`src/rtl/mac_rr_scheduler_if.sv`:
```
// Request/response bundle for the shared multiply-add scheduler.
// Two operand requesters in, one tagged result channel out.
interface mac_rr_scheduler_if #(
  parameter int unsigned SIZE_A        = 8,
  parameter int unsigned SIZE_B        = 8,
  parameter int unsigned SIZE_C        = 16,
  parameter int unsigned SIZE_DATA_OUT = 17,
  parameter int unsigned CNT_W         = 16
);
  logic                     req0_valid;
  logic                     req0_ready;
  logic [SIZE_A-1:0]        req0_a;
  logic [SIZE_B-1:0]        req0_b;
  logic [SIZE_C-1:0]        req0_c;

  logic                     req1_valid;
  logic                     req1_ready;
  logic [SIZE_A-1:0]        req1_a;
  logic [SIZE_B-1:0]        req1_b;
  logic [SIZE_C-1:0]        req1_c;

  logic                     rsp_valid;
  logic                     rsp_id;
  logic [SIZE_DATA_OUT-1:0] rsp_data;
  logic                     busy;
  logic [CNT_W-1:0]         op_count;

  modport master (
    output req0_valid, req0_a, req0_b, req0_c,
    output req1_valid, req1_a, req1_b, req1_c,
    input  req0_ready, req1_ready,
    input  rsp_valid, rsp_id, rsp_data, busy, op_count
  );

  modport slave (
    input  req0_valid, req0_a, req0_b, req0_c,
    input  req1_valid, req1_a, req1_b, req1_c,
    output req0_ready, req1_ready,
    output rsp_valid, rsp_id, rsp_data, busy, op_count
  );
endinterface

```
`src/rtl/mac_rr_scheduler.sv`:
```
// Round-robin scheduler sharing one A*B+C datapath between two requesters.
// Each accepted operation walks IDLE -> MUL -> ADD -> DONE; result is tagged with the requester id.
module mac_rr_scheduler #(
  parameter int unsigned SIZE_A        = 8,
  parameter int unsigned SIZE_B        = 8,
  parameter int unsigned SIZE_C        = 16,
  parameter int unsigned SIZE_DATA_OUT = 17,
  parameter int unsigned CNT_W         = 16
) (
  input logic               clk,
  input logic               reset,
  mac_rr_scheduler_if.slave bus
);

  localparam int unsigned PROD_W = SIZE_A + SIZE_B;
  localparam int unsigned SUM_W  = ((PROD_W > SIZE_C) ? PROD_W : SIZE_C) + 1;

  typedef enum logic [1:0] {
    ST_IDLE = 2'd0,
    ST_MUL  = 2'd1,
    ST_ADD  = 2'd2,
    ST_DONE = 2'd3
  } state_e;

  state_e                   state_q;
  logic                     last_grant_q;
  logic                     id_q;
  logic [SIZE_A-1:0]        a_q;
  logic [SIZE_B-1:0]        b_q;
  logic [SIZE_C-1:0]        c_q;
  logic [PROD_W-1:0]        prod_q;
  logic                     rsp_valid_q;
  logic                     rsp_id_q;
  logic [SIZE_DATA_OUT-1:0] rsp_data_q;
  logic                     busy_q;
  logic [CNT_W-1:0]         op_count_q;

  logic                     ready0_c;
  logic                     ready1_c;
  logic [SUM_W-1:0]         sum_c;

  // Grant: a lone requester wins; on a tie the one not served last time wins.
  always_comb begin
    ready0_c = 1'b0;
    ready1_c = 1'b0;
    if (state_q == ST_IDLE) begin
      ready0_c = bus.req0_valid && (!bus.req1_valid || last_grant_q);
      ready1_c = bus.req1_valid && (!bus.req0_valid || !last_grant_q);
    end
  end

  assign sum_c = SUM_W'(prod_q) + SUM_W'(c_q);

  always_ff @(posedge clk) begin
    if (reset) begin
      state_q      <= ST_IDLE;
      last_grant_q <= 1'b1;
      id_q         <= 1'b0;
      a_q          <= '0;
      b_q          <= '0;
      c_q          <= '0;
      prod_q       <= '0;
      rsp_valid_q  <= 1'b0;
      rsp_id_q     <= 1'b0;
      rsp_data_q   <= '0;
      busy_q       <= 1'b0;
      op_count_q   <= '0;
    end else begin
      rsp_valid_q <= 1'b0;
      case (state_q)
        ST_IDLE: begin
          if (ready0_c || ready1_c) begin
            a_q          <= ready1_c ? bus.req1_a : bus.req0_a;
            b_q          <= ready1_c ? bus.req1_b : bus.req0_b;
            c_q          <= ready1_c ? bus.req1_c : bus.req0_c;
            id_q         <= ready1_c;
            last_grant_q <= ready1_c;
            busy_q       <= 1'b1;
            state_q      <= ST_MUL;
          end
        end
        ST_MUL: begin
          prod_q  <= PROD_W'(a_q) * PROD_W'(b_q);
          state_q <= ST_ADD;
        end
        // Result, tag and count land together so they are visible during DONE.
        ST_ADD: begin
          rsp_data_q  <= SIZE_DATA_OUT'(sum_c);
          rsp_id_q    <= id_q;
          rsp_valid_q <= 1'b1;
          op_count_q  <= op_count_q + CNT_W'(1);
          state_q     <= ST_DONE;
        end
        ST_DONE: begin
          busy_q  <= 1'b0;
          state_q <= ST_IDLE;
        end
        default: begin
          busy_q  <= 1'b0;
          state_q <= ST_IDLE;
        end
      endcase
    end
  end

  assign bus.req0_ready = ready0_c;
  assign bus.req1_ready = ready1_c;
  assign bus.rsp_valid  = rsp_valid_q;
  assign bus.rsp_id     = rsp_id_q;
  assign bus.rsp_data   = rsp_data_q;
  assign bus.busy       = busy_q;
  assign bus.op_count   = op_count_q;

endmodule
```
`src/flat_wrapper.sv`:
```
// flat-port wrapper written by rule: the top's interface ports become plain ports
module mac_rr_scheduler_flat 
#(
  parameter int unsigned SIZE_A        = 8,
  parameter int unsigned SIZE_B        = 8,
  parameter int unsigned SIZE_C        = 16,
  parameter int unsigned SIZE_DATA_OUT = 17,
  parameter int unsigned CNT_W         = 16
)
  (clk, reset, bus_req0_valid, bus_req0_a, bus_req0_b, bus_req0_c, bus_req1_valid, bus_req1_a, bus_req1_b, bus_req1_c, bus_req0_ready, bus_req1_ready, bus_rsp_valid, bus_rsp_id, bus_rsp_data, bus_busy, bus_op_count);
  mac_rr_scheduler_if #(.SIZE_A(SIZE_A), .SIZE_B(SIZE_B), .SIZE_C(SIZE_C), .SIZE_DATA_OUT(SIZE_DATA_OUT), .CNT_W(CNT_W)) bus_i ();
  input logic clk;
  input logic reset;
  input wire logic [$bits(bus_i.req0_valid)-1:0] bus_req0_valid;
  input wire logic [$bits(bus_i.req0_a)-1:0] bus_req0_a;
  input wire logic [$bits(bus_i.req0_b)-1:0] bus_req0_b;
  input wire logic [$bits(bus_i.req0_c)-1:0] bus_req0_c;
  input wire logic [$bits(bus_i.req1_valid)-1:0] bus_req1_valid;
  input wire logic [$bits(bus_i.req1_a)-1:0] bus_req1_a;
  input wire logic [$bits(bus_i.req1_b)-1:0] bus_req1_b;
  input wire logic [$bits(bus_i.req1_c)-1:0] bus_req1_c;
  output wire logic [$bits(bus_i.req0_ready)-1:0] bus_req0_ready;
  output wire logic [$bits(bus_i.req1_ready)-1:0] bus_req1_ready;
  output wire logic [$bits(bus_i.rsp_valid)-1:0] bus_rsp_valid;
  output wire logic [$bits(bus_i.rsp_id)-1:0] bus_rsp_id;
  output wire logic [$bits(bus_i.rsp_data)-1:0] bus_rsp_data;
  output wire logic [$bits(bus_i.busy)-1:0] bus_busy;
  output wire logic [$bits(bus_i.op_count)-1:0] bus_op_count;
  assign bus_i.req0_valid = bus_req0_valid;
  assign bus_i.req0_a = bus_req0_a;
  assign bus_i.req0_b = bus_req0_b;
  assign bus_i.req0_c = bus_req0_c;
  assign bus_i.req1_valid = bus_req1_valid;
  assign bus_i.req1_a = bus_req1_a;
  assign bus_i.req1_b = bus_req1_b;
  assign bus_i.req1_c = bus_req1_c;
  assign bus_req0_ready = bus_i.req0_ready;
  assign bus_req1_ready = bus_i.req1_ready;
  assign bus_rsp_valid = bus_i.rsp_valid;
  assign bus_rsp_id = bus_i.rsp_id;
  assign bus_rsp_data = bus_i.rsp_data;
  assign bus_busy = bus_i.busy;
  assign bus_op_count = bus_i.op_count;
  mac_rr_scheduler #(.SIZE_A(SIZE_A), .SIZE_B(SIZE_B), .SIZE_C(SIZE_C), .SIZE_DATA_OUT(SIZE_DATA_OUT), .CNT_W(CNT_W)) u_core (.clk(clk), .reset(reset), .bus(bus_i));
endmodule
```
`config.mk`:
```
export PLATFORM = sky130hd
export DESIGN_NAME = mac_rr_scheduler_flat
export DESIGN_NICKNAME = d
export VERILOG_FILES = /design/src/rtl/mac_rr_scheduler_if.sv /design/src/rtl/mac_rr_scheduler.sv /design/src/flat_wrapper.sv
export SDC_FILE = /design/constraint.sdc
export NUM_CORES = 1
export LEC_CHECK = 0
export ABC_AREA = 0
export BUFFER_PORTS_ARGS = -buffer_cell sky130_fd_sc_hd__buf_2
export CORE_MARGIN = 1
export CORE_UTILIZATION = 40
export CTS_CLUSTER_DIAMETER = 50
export DETAILED_ROUTE_END_ITERATION = 8
export PLACE_DENSITY_LB_ADDON = 0.05
export SYNTH_ARGS = -nofsm -noshare
export SYNTH_HDL_FRONTEND = slang
export SYNTH_SLANG_ARGS = --single-unit
```
`constraint.sdc`:
```
create_clock -name clk -period 3.94 [get_ports clk]
set_input_delay 0.394 -clock clk [delete_from_list [all_inputs] [get_ports clk]]
set_output_delay 0.394 -clock clk [all_outputs]
set_load 0.01 [all_outputs]
```
==> impl_metrics.tcl, run 1 <==
set metrics [dict create \
    status "finished with violations" \
    violations "setup timing" \
    synthTopCellsByArea "dfxtp_1, fa_1, ha_1, nand2_1, and2_1" \
    p_leak_uw 0.00367 \
    grt_max_degree 87 \
    rsz0062_at_grt "yes" \
    cts_sinks 88 \
    worstSetupPathType "reg -> reg" \
    dr.first_iter.drc_count 206 \
    worst_slew_pin_slew_ns 1.15 \
    ys_types 62 \
    synthFlopType "dfxtp_1" \
    ir_drop_mv 0.357 \
    yosys_warnings 0 \
    slew_viol_final 0 \
    pre_cts_slack_ns -0.289 \
    fin_ws_ns -0.246 \
    syn-instance-count 782 \
    place_inst 1113 \
    synthArstFlopShare 0 \
    cts_buffers 9 \
    ctsHoldBuffers 0 \
    maxCapViolations 0 \
    clk_latency_ns 0.36 \
    cts.path.max_buffers 2 \
    fin_skew_ns 0.0116 \
    cp.required_ns 4.19 \
    wl_per_cell_um 14.9 \
    finalWirelength_um 16800 \
    ant_nets 0 \
    viasPerCell 5.20 \
    dieArea_um2 16700 \
    drt_pass1_iterations 5 \
    fin_crit_ns 4.19 \
    total_power_uw 4860 \
    hold_viol 0 \
    yosysTopAreaCell "dfxtp_1" \
    crit_start "u_core.a_q[3]$_SDFFE_PP0P_" \
    syn_to_final_growth_pct 21.5 \
    grt_pass1_wl_um 27900 \
    fp-row-count 46 \
    final_cells 1131 \
    final_layout_size_suffix_gt1_frac 0.220 \
    synth.net_count 944 \
    min_from "bus_req1_c[9]" \
    multiInputGateArea_um2 4410 \
    power_density_nw_per_um2 617 \
    r2r-start "u_core.a_q[3]$_SDFFE_PP0P_" \
    cp_data_arrival_time_ns 4.44 \
    endpoint_kind "flop" \
    path_clk_slew_ns 0.07 \
    vias 5881 \
    htreeDepth 3 \
    cp_max_fo 4 \
    antenna_cells 0 \
    ys_ff_latch 88 \
    gp_congestion 0.892 \
    grt_overflow 0 \
    seq_area_frac_synth 0.272 \
    drc 0 \
    start_util 0.409 \
    final-setup-viol-count 7 \
    coreArea_um2 15800 \
    n_fill_cell 1583 \
    fp.dieW_um 129 \
    yosysTopAreaCellShare 0.272 \
    grtUsageTotal 0.211 \
    clockRootBuffer "clkbuf_16" \
    grt_antenna_before_repair 0 \
    io_buffers 105 \
    grt_pass1_vias 5776 \
    nNetsFinal 1072 \
    seqCellArea_um2 1780 \
    fin_crit_sh 1.06 \
    ios 106 \
    hpwlAfterDp_um 12800 \
    postSynthAreaPerCell_um2 8.29 \
    timing.slew.headroom 0.235 \
    cts_tree "done" \
    die_h_um 129 \
    postLayoutCoreUtil 0.497 \
    synth_area_um2 6480 \
    fmax_mhz 239 \
    startpoint_type "flop" \
    hold_class "in -> reg" \
    synth_edf_count 0 \
]
-- metrics by stage --
stage	instance area, µm²	hold slack, ns	TNS, ns
finish	7870	0.296	-0.982
global route	7870	0.289	-2.30
CTS	7840	0.286	-1.06
detailed placement	7480	0.453	-1.54
global placement	7480	0.451	-1.46
floorplan	6510	0.432	-0.300
-- timing repair --
action,4_1_cts,5_1_grt
gates resized for setup,16,7
pin swaps,18,6
setup endpoints to repair,7,9
setup buffers,3,0
-- path summary, 6_finish.rpt --
kind / to / slack, ns / cells past startpoint
setup / recovery: u_core.prod_q[11]$_SDFFE_PP0N_ / -0.25 / 15
hold / removal: u_core.c_q[9]$_SDFFE_PP0P_ / 0.30 / 3
hold reg to reg: u_core.bus.rsp_data[4]$_SDFFE_PP0P_ / 0.47 / 2
setup reg to reg: u_core.prod_q[11]$_SDFFE_PP0N_ / -0.25 / 15
-- where the power goes --
part           internal [µW]  switching (µW)  leakage, µW
sequential              1130             201     0.000722
combinational           1160            1500      0.00281
clock                    440             416     0.000140
total                   2740            2120      0.00367
-- cell usage after synthesis (all sizes together), types with 4 or more instances --
master,instances
nand4,6
fa,37
dfxtp,88
nor2,74
nand2,119
o311ai,6
and2,48
a21oi,39
o2111ai,4
xnor2,8
nor2b,5
a311oi,33
xor2,7
o21a,4
inv,69
a21boi,4
nand3,18
mux2i,9
a21o,7
a2111o,5
or3,5
nor3,15
ha,57
o21ai,20
o211ai,4
and3,8
clkbuf,22
buf,11
a211oi,8
-- cells by family after synthesis --
| group | share of synthesized area |
|---|---|
| compound gates | 0.187 |
| xor+xnor | 0.0203 |
| fa+ha+maj | 0.224 |
| buf+inv | 0.0602 |
| flops | 0.272 |
| mux | 0.0139 |
| simple gates | 0.222 |
-- placed cells by master, fill, tap and decap left out, drive strengths merged, types with 15 or more instances in the layout --
cell / Yosys / final
a21oi: 39 / 39
a311oi: 33 / 33
and2: 48 / 48
buf: 11 / 150
dfxtp: 88 / 88
fa: 37 / 37
ha: 57 / 57
inv: 69 / 72
nand2: 119 / 119
nand3: 18 / 18
nor2: 74 / 74
nor3: 15 / 15
o21ai: 20 / 20
-- sequential cells by signal (all words and copies together), names as in the netlist, 2 cells and up --
signal and flops:
u_core.bus.rsp_data 17, u_core.bus.op_count 16, u_core.c_q 16, u_core.prod_q 16
u_core.a_q 8, u_core.b_q 8, u_core.state_q 2
-- routing by layer --
layer,share of wire,up-vias,track usage
li1,-,2973,-
met2,0.49,99,0.366
met4,0.013,0,0.0478
met3,0.035,13,0.0442
met1,0.46,2796,0.268
met5,0,-,0
-- layout make-up --
type                       instances  area share
clock buffer                       9      0.0286
clock inverter                     7     0.00811
inverter                          69      0.0329
multi-input combinational        592       0.560
sequential                        88       0.226
tap                              216      0.0343
timing repair buffer             150       0.110
-- worst max-delay path: stages (launching register included) --
cell and delay (ns):
dfxtp_4 0.36, and2_4 0.16, fa_1 0.55, inv_2 0.05, fa_1 0.53, inv_1 0.05
fa_1 0.48, inv_1 0.05, fa_1 0.50, inv_2 0.05, ha_4 0.20, o21a_1 0.11
o31a_1 0.13, o311a_4 0.33, o31a_1 0.31, o311ai_1 0.24
No activity file was read; power rests on OpenSTA's default activity.
==> run 2, diff against run 1 <==
--- a/config.mk
+++ b/config.mk
@@ -5,13 +5,15 @@
 export SDC_FILE = /design/constraint.sdc
 export NUM_CORES = 1
 export LEC_CHECK = 0
-export ABC_AREA = 0
+export ABC_AREA = 1
 export BUFFER_PORTS_ARGS = -buffer_cell sky130_fd_sc_hd__buf_2
 export CORE_MARGIN = 1
 export CORE_UTILIZATION = 40
 export CTS_CLUSTER_DIAMETER = 50
 export DETAILED_ROUTE_END_ITERATION = 8
 export PLACE_DENSITY_LB_ADDON = 0.05
+export SETUP_SLACK_MARGIN = 0.2
+export SLEW_MARGIN = 20
 export SYNTH_ARGS = -nofsm -noshare
 export SYNTH_HDL_FRONTEND = slang
 export SYNTH_SLANG_ARGS = --single-unit
==> run 2 against run 1 <==
The run now ends clean. Global-route usage shrank 0.74 points. Routed wire length grew 2.6%. Design area grew 7.4%. Via count grew 10%. Die area grew 8.3%. Count of clock-buffer cells in the layout grew 1. Power grew 13%.
==> impl_metrics.tcl, run 2 <==
set metrics [dict create \
    synthTopCellsByCount "nand2_1, inv_1, dfxtp_1, nor2_1, nand3_1" \
    synthFlopType "dfxtp_1" \
    seqCellArea_um2 1800 \
    grt_max_degree 43 \
    slew_viol_final 0 \
    hold_viol 0 \
    final_cell_mix "nand2_1, inv_1, buf_2" \
    hold_class "in -> reg" \
    die_h_um 135 \
    synth-compound-area-share 0.0924 \
    synthTopCellsByArea "dfxtp_1, nand2_1, inv_1, fa_1, ha_1" \
    worst_slew_pin_slew_ns 0.904 \
    place_inst 1378 \
    power_density_nw_per_um2 647 \
    ys_types 33 \
    nNetsFinal 1330 \
    yosysTopAreaCellShare 0.251 \
    ios 106 \
    cts_buffers 9 \
    yosys_warnings 0 \
    worstSetupPathType "reg -> reg" \
    drc 0 \
    synth-xor-area-share 0.0112 \
    io_buffers 105 \
    dieArea_um2 18100 \
    path_clk_slew_ns 0.07 \
    ant_nets 0 \
    ir_drop_mv 0.274 \
    grt_pass1_wl_um 29400 \
    grt_pass1_vias 6057 \
    drt_pass1_iterations 6 \
    htreeDepth 3 \
    antenna_cells 0 \
    syn_to_final_growth_pct 20.3 \
    ys_ff_latch 88 \
    fin_hold_ws_ns 0.377 \
    syn-instance-count 1070 \
    endpoint_kind "flop" \
    timing.reg2reg.setup_slack_ns 0.20 \
    hpwlAfterDp_um 13500 \
    timing.slew.headroom 0.397 \
    synthSimpleGateAreaFrac 0.284 \
    yosysTopAreaCell "dfxtp_1" \
    startpoint_type "flop" \
    clockRootBuffer "clkbuf_16" \
    fp.dieW_um 135 \
    layout_commonest_cell "nand2_1" \
    wl_per_cell_um 12.4 \
    fin_crit_ns 3.74 \
    synthArstFlopShare 0 \
    cts_sinks 88 \
    fmax_mhz 267 \
    p_leak_uw 0.00497 \
    rsz0062_at_grt "yes" \
    postSynthAreaPerCell_um2 6.57 \
    vias 6473 \
    synthMuxAreaShare 0 \
    multiInputGateArea_um2 4390 \
    cp_data_arrival_time_ns 3.98 \
    seq_area_frac_synth 0.251 \
    final_layout_size_suffix_gt1_frac 0.189 \
    fin_crit_sh 0.949 \
    gp_congestion 0.876 \
    largest_reg_flops 17 \
    cts_tree "done" \
    status "finished clean" \
    final_cells 1398 \
    cts.path.max_buffers 2 \
    final-setup-viol-count 0 \
    n_fill_cell 1820 \
    fin_skew_ns 0.00966 \
    coreArea_um2 17200 \
    viasPerCell 4.63 \
    dr.first_iter.drc_count 358 \
    synthAdderAreaFrac 0.207 \
    clk_latency_ns 0.34 \
    synth_area_um2 7030 \
    cp_max_fo 5 \
    maxCapViolations 0 \
    synth_top_family_by_area "simple AND/OR/NAND/NOR gates" \
    start_util 0.408 \
    fp-row-count 48 \
    total_power_uw 5470 \
    cp.required_ns 4.18 \
    postLayoutCoreUtil 0.491 \
    synth_edf_count 0 \
    tns_ns 0 \
    grtUsageTotal 0.203 \
    synth_most_common_cell "nand2_1" \
    synth.net_count 1232 \
    finalWirelength_um 17300 \
    grt_overflow 0 \
    grt_antenna_before_repair 0 \
]
run 2: cell count changes after synthesis, moves of 6 or more:
cell,previous run,this run
and2_1,48,0
o211ai_1,3,36
o21ai_0,17,26
and3_1,8,0
a21o_1,7,1
nand3_1,18,77
mux2i_1,9,0
a311oi_1,33,0
clkbuf_1,21,34
a211oi_1,8,1
nand2_1,119,293
nor2_1,74,87
nor3_1,15,8
inv_1,69,238
run 2: power by group:
group	internal [µW]	switching, µW
Clock	584	395
Combinational	1220	1840
Sequential	1190	234
Total	3000	2470
run 2: worst paths after layout:
path | depth (start not counted) | end | startpoint
max | 19 | u_core.prod_q[15]$_SDFFE_PP0N_ | u_core.a_q[3]$_SDFFE_PP0P_
min | 5 | u_core.c_q[14]$_SDFFE_PP0P_ | bus_req1_c[14]
max reg2reg | 19 | u_core.prod_q[15]$_SDFFE_PP0N_ | u_core.a_q[3]$_SDFFE_PP0P_
min reg2reg | 2 | u_core.id_q$_SDFFE_PP0P_ | u_core.id_q$_SDFFE_PP0P_
run 2: through the flow:
| step | area [µm²] | setup WS [ns] |
|---|---|---|
| after CTS | 8380 | 0.184 |
| final | 8460 | 0.201 |
| after floorplan | 7080 | 0.201 |
| after global routing | 8460 | 0.00563 |
| after detailed placement | 7860 | -0.0209 |
| after global placement | 7860 | 0.0166 |
run 2: logic make-up after synthesis:
family | count (synthesis)
flip-flops | 88
AO/OA/AOI/OAI | 108
adder cells (fa/ha/maj) | 94
XOR/XNOR | 9
buffers and inverters | 287
AND/OR/NAND/NOR | 484
run 2: area by class of cell:
class / instances / area share
Sequential cell: 88 / 0.213
Tap cell: 225 / 0.0333
Timing Repair Buffer: 132 / 0.0866
Clock buffer: 10 / 0.0283
Multi-Input combinational cell: 695 / 0.520
Inverter: 242 / 0.107
Clock inverter: 6 / 0.0115
run 2: layer usage:
layer / wire [µm] / track usage / up-vias / part of all wire
li1: - / - / 3454 / -
met1: 9020 / 0.298 / 2877 / 0.52
met2: 7420 / 0.311 / 129 / 0.43
met3: 675 / 0.0319 / 13 / 0.039
met4: 177 / 0.0487 / 0 / 0.010
met5: 0 / 0 / - / 0
run 2: critical path, stage by stage (launching register included):
cell	delay, ns
dfxtp_4	0.37
buf_6	0.12
nand2_2	0.06
inv_2	0.03
fa_1	0.52
fa_1	0.46
fa_1	0.50
inv_1	0.05
fa_1	0.50
inv_2	0.05
ha_4	0.31
nand2_4	0.07
inv_1	0.06
nand2_1	0.06
nand2_2	0.07
nand2_1	0.07
nand4_1	0.09
nand3_1	0.10
nand2_1	0.11
inv_1	0.04
run 2: timing repair:
action | 4_1_cts | 5_1_grt
buffers inserted | 2 | 2
endpoints found under the hold margin | 0 | 0
hold buffers | 0 | 0
setup endpoints to repair | 10 | 10
gates resized for setup | 53 | 23
pin swaps | 21 | 13
==> run 3, diff against run 2 <==
==> constraint.sdc (replaced) <==
create_clock -name clk -period 3.94 [get_ports clk]
set_input_delay 0.394 -clock clk [delete_from_list [all_inputs] [get_ports clk]]
set_output_delay 0.394 -clock clk [all_outputs]
set_load 0.05 [all_outputs]
==> run 3 against run 2 <==
Utilization is 0.20 points higher. Count of clock-buffer cells in the layout is the same. Critical path depth stayed put. Cell count increased by 0.29%. Global-route usage barely moved. Combinational power grew 10%. Highest routed layer unchanged.
==> impl_metrics.tcl, run 3 (synthesis results as in run 2) <==
set metrics [dict create \
    power_density_nw_per_um2 672 \
    hold_class "in -> reg" \
    finalWirelength_um 17300 \
    io_buffers 105 \
    syn_to_final_growth_pct 20.8 \
    fmax_mhz 262 \
    grt_antenna_before_repair 0 \
    grt_pass1_wl_um 29000 \
    grtUsageTotal 0.203 \
    cts_tree "done" \
    antenna_cells 0 \
    clockRootBuffer "clkbuf_16" \
    min_path_cells 5 \
    timing.slew.headroom 0.372 \
    final_cell_mix "nand2_1, inv_1, buf_2" \
    ctsHoldBuffers 0 \
    dr.first_iter.drc_count 297 \
    die_h_um 135 \
    fin_crit_sh 0.968 \
    cp_max_fo 5 \
    postLayoutCoreUtil 0.493 \
    status "finished clean" \
    start_util 0.408 \
    finalInstanceArea_um2 8490 \
    viasPerCell 4.63 \
    p_leak_uw 0.00498 \
    worst_slew_pin_slew_ns 0.942 \
    startpoint_type "flop" \
    htreeDepth 3 \
    reg2regPathDepth 19 \
    tns_ns 0 \
    vias 6492 \
    gp_congestion 0.880 \
    hpwlAfterDp_um 13300 \
    grt_pass1_vias 5899 \
    nNetsFinal 1334 \
    total_power_uw 5710 \
    endpoint_kind "flop" \
    coreArea_um2 17200 \
    final_layout_size_suffix_gt1_frac 0.196 \
    r2r-end "u_core.prod_q[11]$_SDFFE_PP0N_" \
    min_from "bus_req1_c[10]" \
    grt_max_degree 43 \
    timing.reg2reg.setup_slack_ns 0.13 \
    layout_commonest_cell "nand2_1" \
    ant_nets 0 \
    fp.dieW_um 135 \
    drc 0 \
    cts_sinks 88 \
    cp_data_arrival_time_ns 4.11 \
    cts.path.max_buffers 2 \
    rsz0062_at_grt "yes" \
    hold_viol 0 \
    dieArea_um2 18100 \
    cp.required_ns 4.24 \
    drt_pass1_iterations 5 \
    ir_drop_mv 0.360 \
    ios 106 \
    final-setup-viol-count 0 \
    post_dp_cell_area_um2 7860 \
    slew_viol_final 0 \
    worstSetupPathType "reg -> reg" \
    final_cells 1402 \
    fin_skew_ns 0.00957 \
    fin_crit_ns 3.81 \
    r2r-start "u_core.a_q[3]$_SDFFE_PP0P_" \
    clk_latency_ns 0.35 \
    wl_per_cell_um 12.3 \
    largest_reg_flops 17 \
    maxCapViolations 0 \
    grt_overflow 0 \
    min_to "u_core.c_q[10]$_SDFFE_PP0P_" \
    path_clk_slew_ns 0.07 \
    cts_buffers 9 \
    place_inst 1378 \
    fp-row-count 48 \
]
run 3: power breakdown:
group,internal (µW),leakage [µW],switching (µW)
Clock,503,0.000146,400
Sequential,1190,0.000731,230
Combinational,1260,0.00411,2120
run 3: layout make-up:
class / count / area, µm²
Clock inverter: 6 / 75.1
Sequential cell: 88 / 1800
Fill cell: 1803 / 8750
Tap cell: 225 / 282
Timing Repair Buffer: 136 / 769
Inverter: 242 / 908
Multi-Input combinational cell: 695 / 4420
Clock buffer: 10 / 229
run 3: worst max path at each step:
| stage | from | end | slack, ns | cells after the start |
|---|---|---|---|---|
| global placement | u_core.b_q[4]$_SDFFE_PP0P_ | u_core.prod_q[10]$_SDFFE_PP0N_ | 0.009 | 16 |
| CTS | u_core.b_q[4]$_SDFFE_PP0P_ | u_core.prod_q[12]$_SDFFE_PP0N_ | 0.19 | 21 |
| floorplan | u_core.b_q[4]$_SDFFE_PP0P_ | u_core.prod_q[10]$_SDFFE_PP0N_ | 0.20 | 21 |
| finish | u_core.a_q[3]$_SDFFE_PP0P_ | u_core.prod_q[11]$_SDFFE_PP0N_ | 0.13 | 19 |
| detailed placement | u_core.b_q[4]$_SDFFE_PP0P_ | u_core.prod_q[10]$_SDFFE_PP0N_ | -0.02 | 16 |
| global route | u_core.b_q[3]$_SDFFE_PP0P_ | u_core.prod_q[10]$_SDFFE_PP0N_ | -0.06 | 20 |
run 3: routing by layer:
layer	routed length (µm)	vias up	track usage
li1	-	3463	-
met2	7260	139	0.311
met4	270	0	0.0624
met5	0	-	0
met3	726	17	0.0285
met1	9040	2873	0.294
run 3: stage by stage:
stage	hold slack, ns	setup slack (ns)
2_1_floorplan	0.439	0.201
3_3_place_gp	0.448	0.00910
3_5_place_dp	0.452	-0.0183
4_1_cts	0.351	0.194
5_1_grt	0.385	-0.0570
6_report	0.362	0.128
run 3: repair_timing:
item,in CTS,in global routing
setup buffers,2,6
pin swaps,16,33
endpoints found under the hold margin,0,0
endpoints found under the setup margin,10,10
resized for setup,53,32
run 3: worst max-delay path, cell delays in order (launching register included):
cell and delay [ns]:
dfxtp_4 0.37, nand2_2 0.07, inv_2 0.04, fa_1 0.52, inv_1 0.05, fa_1 0.51, inv_2 0.05, fa_1 0.49
inv_2 0.04, fa_1 0.55, inv_2 0.05, ha_4 0.30, nand2_4 0.07, buf_6 0.12, nor2_4 0.09, a21oi_2 0.07
or2_1 0.20, nand3_1 0.07, nand2_1 0.06, inv_1 0.04
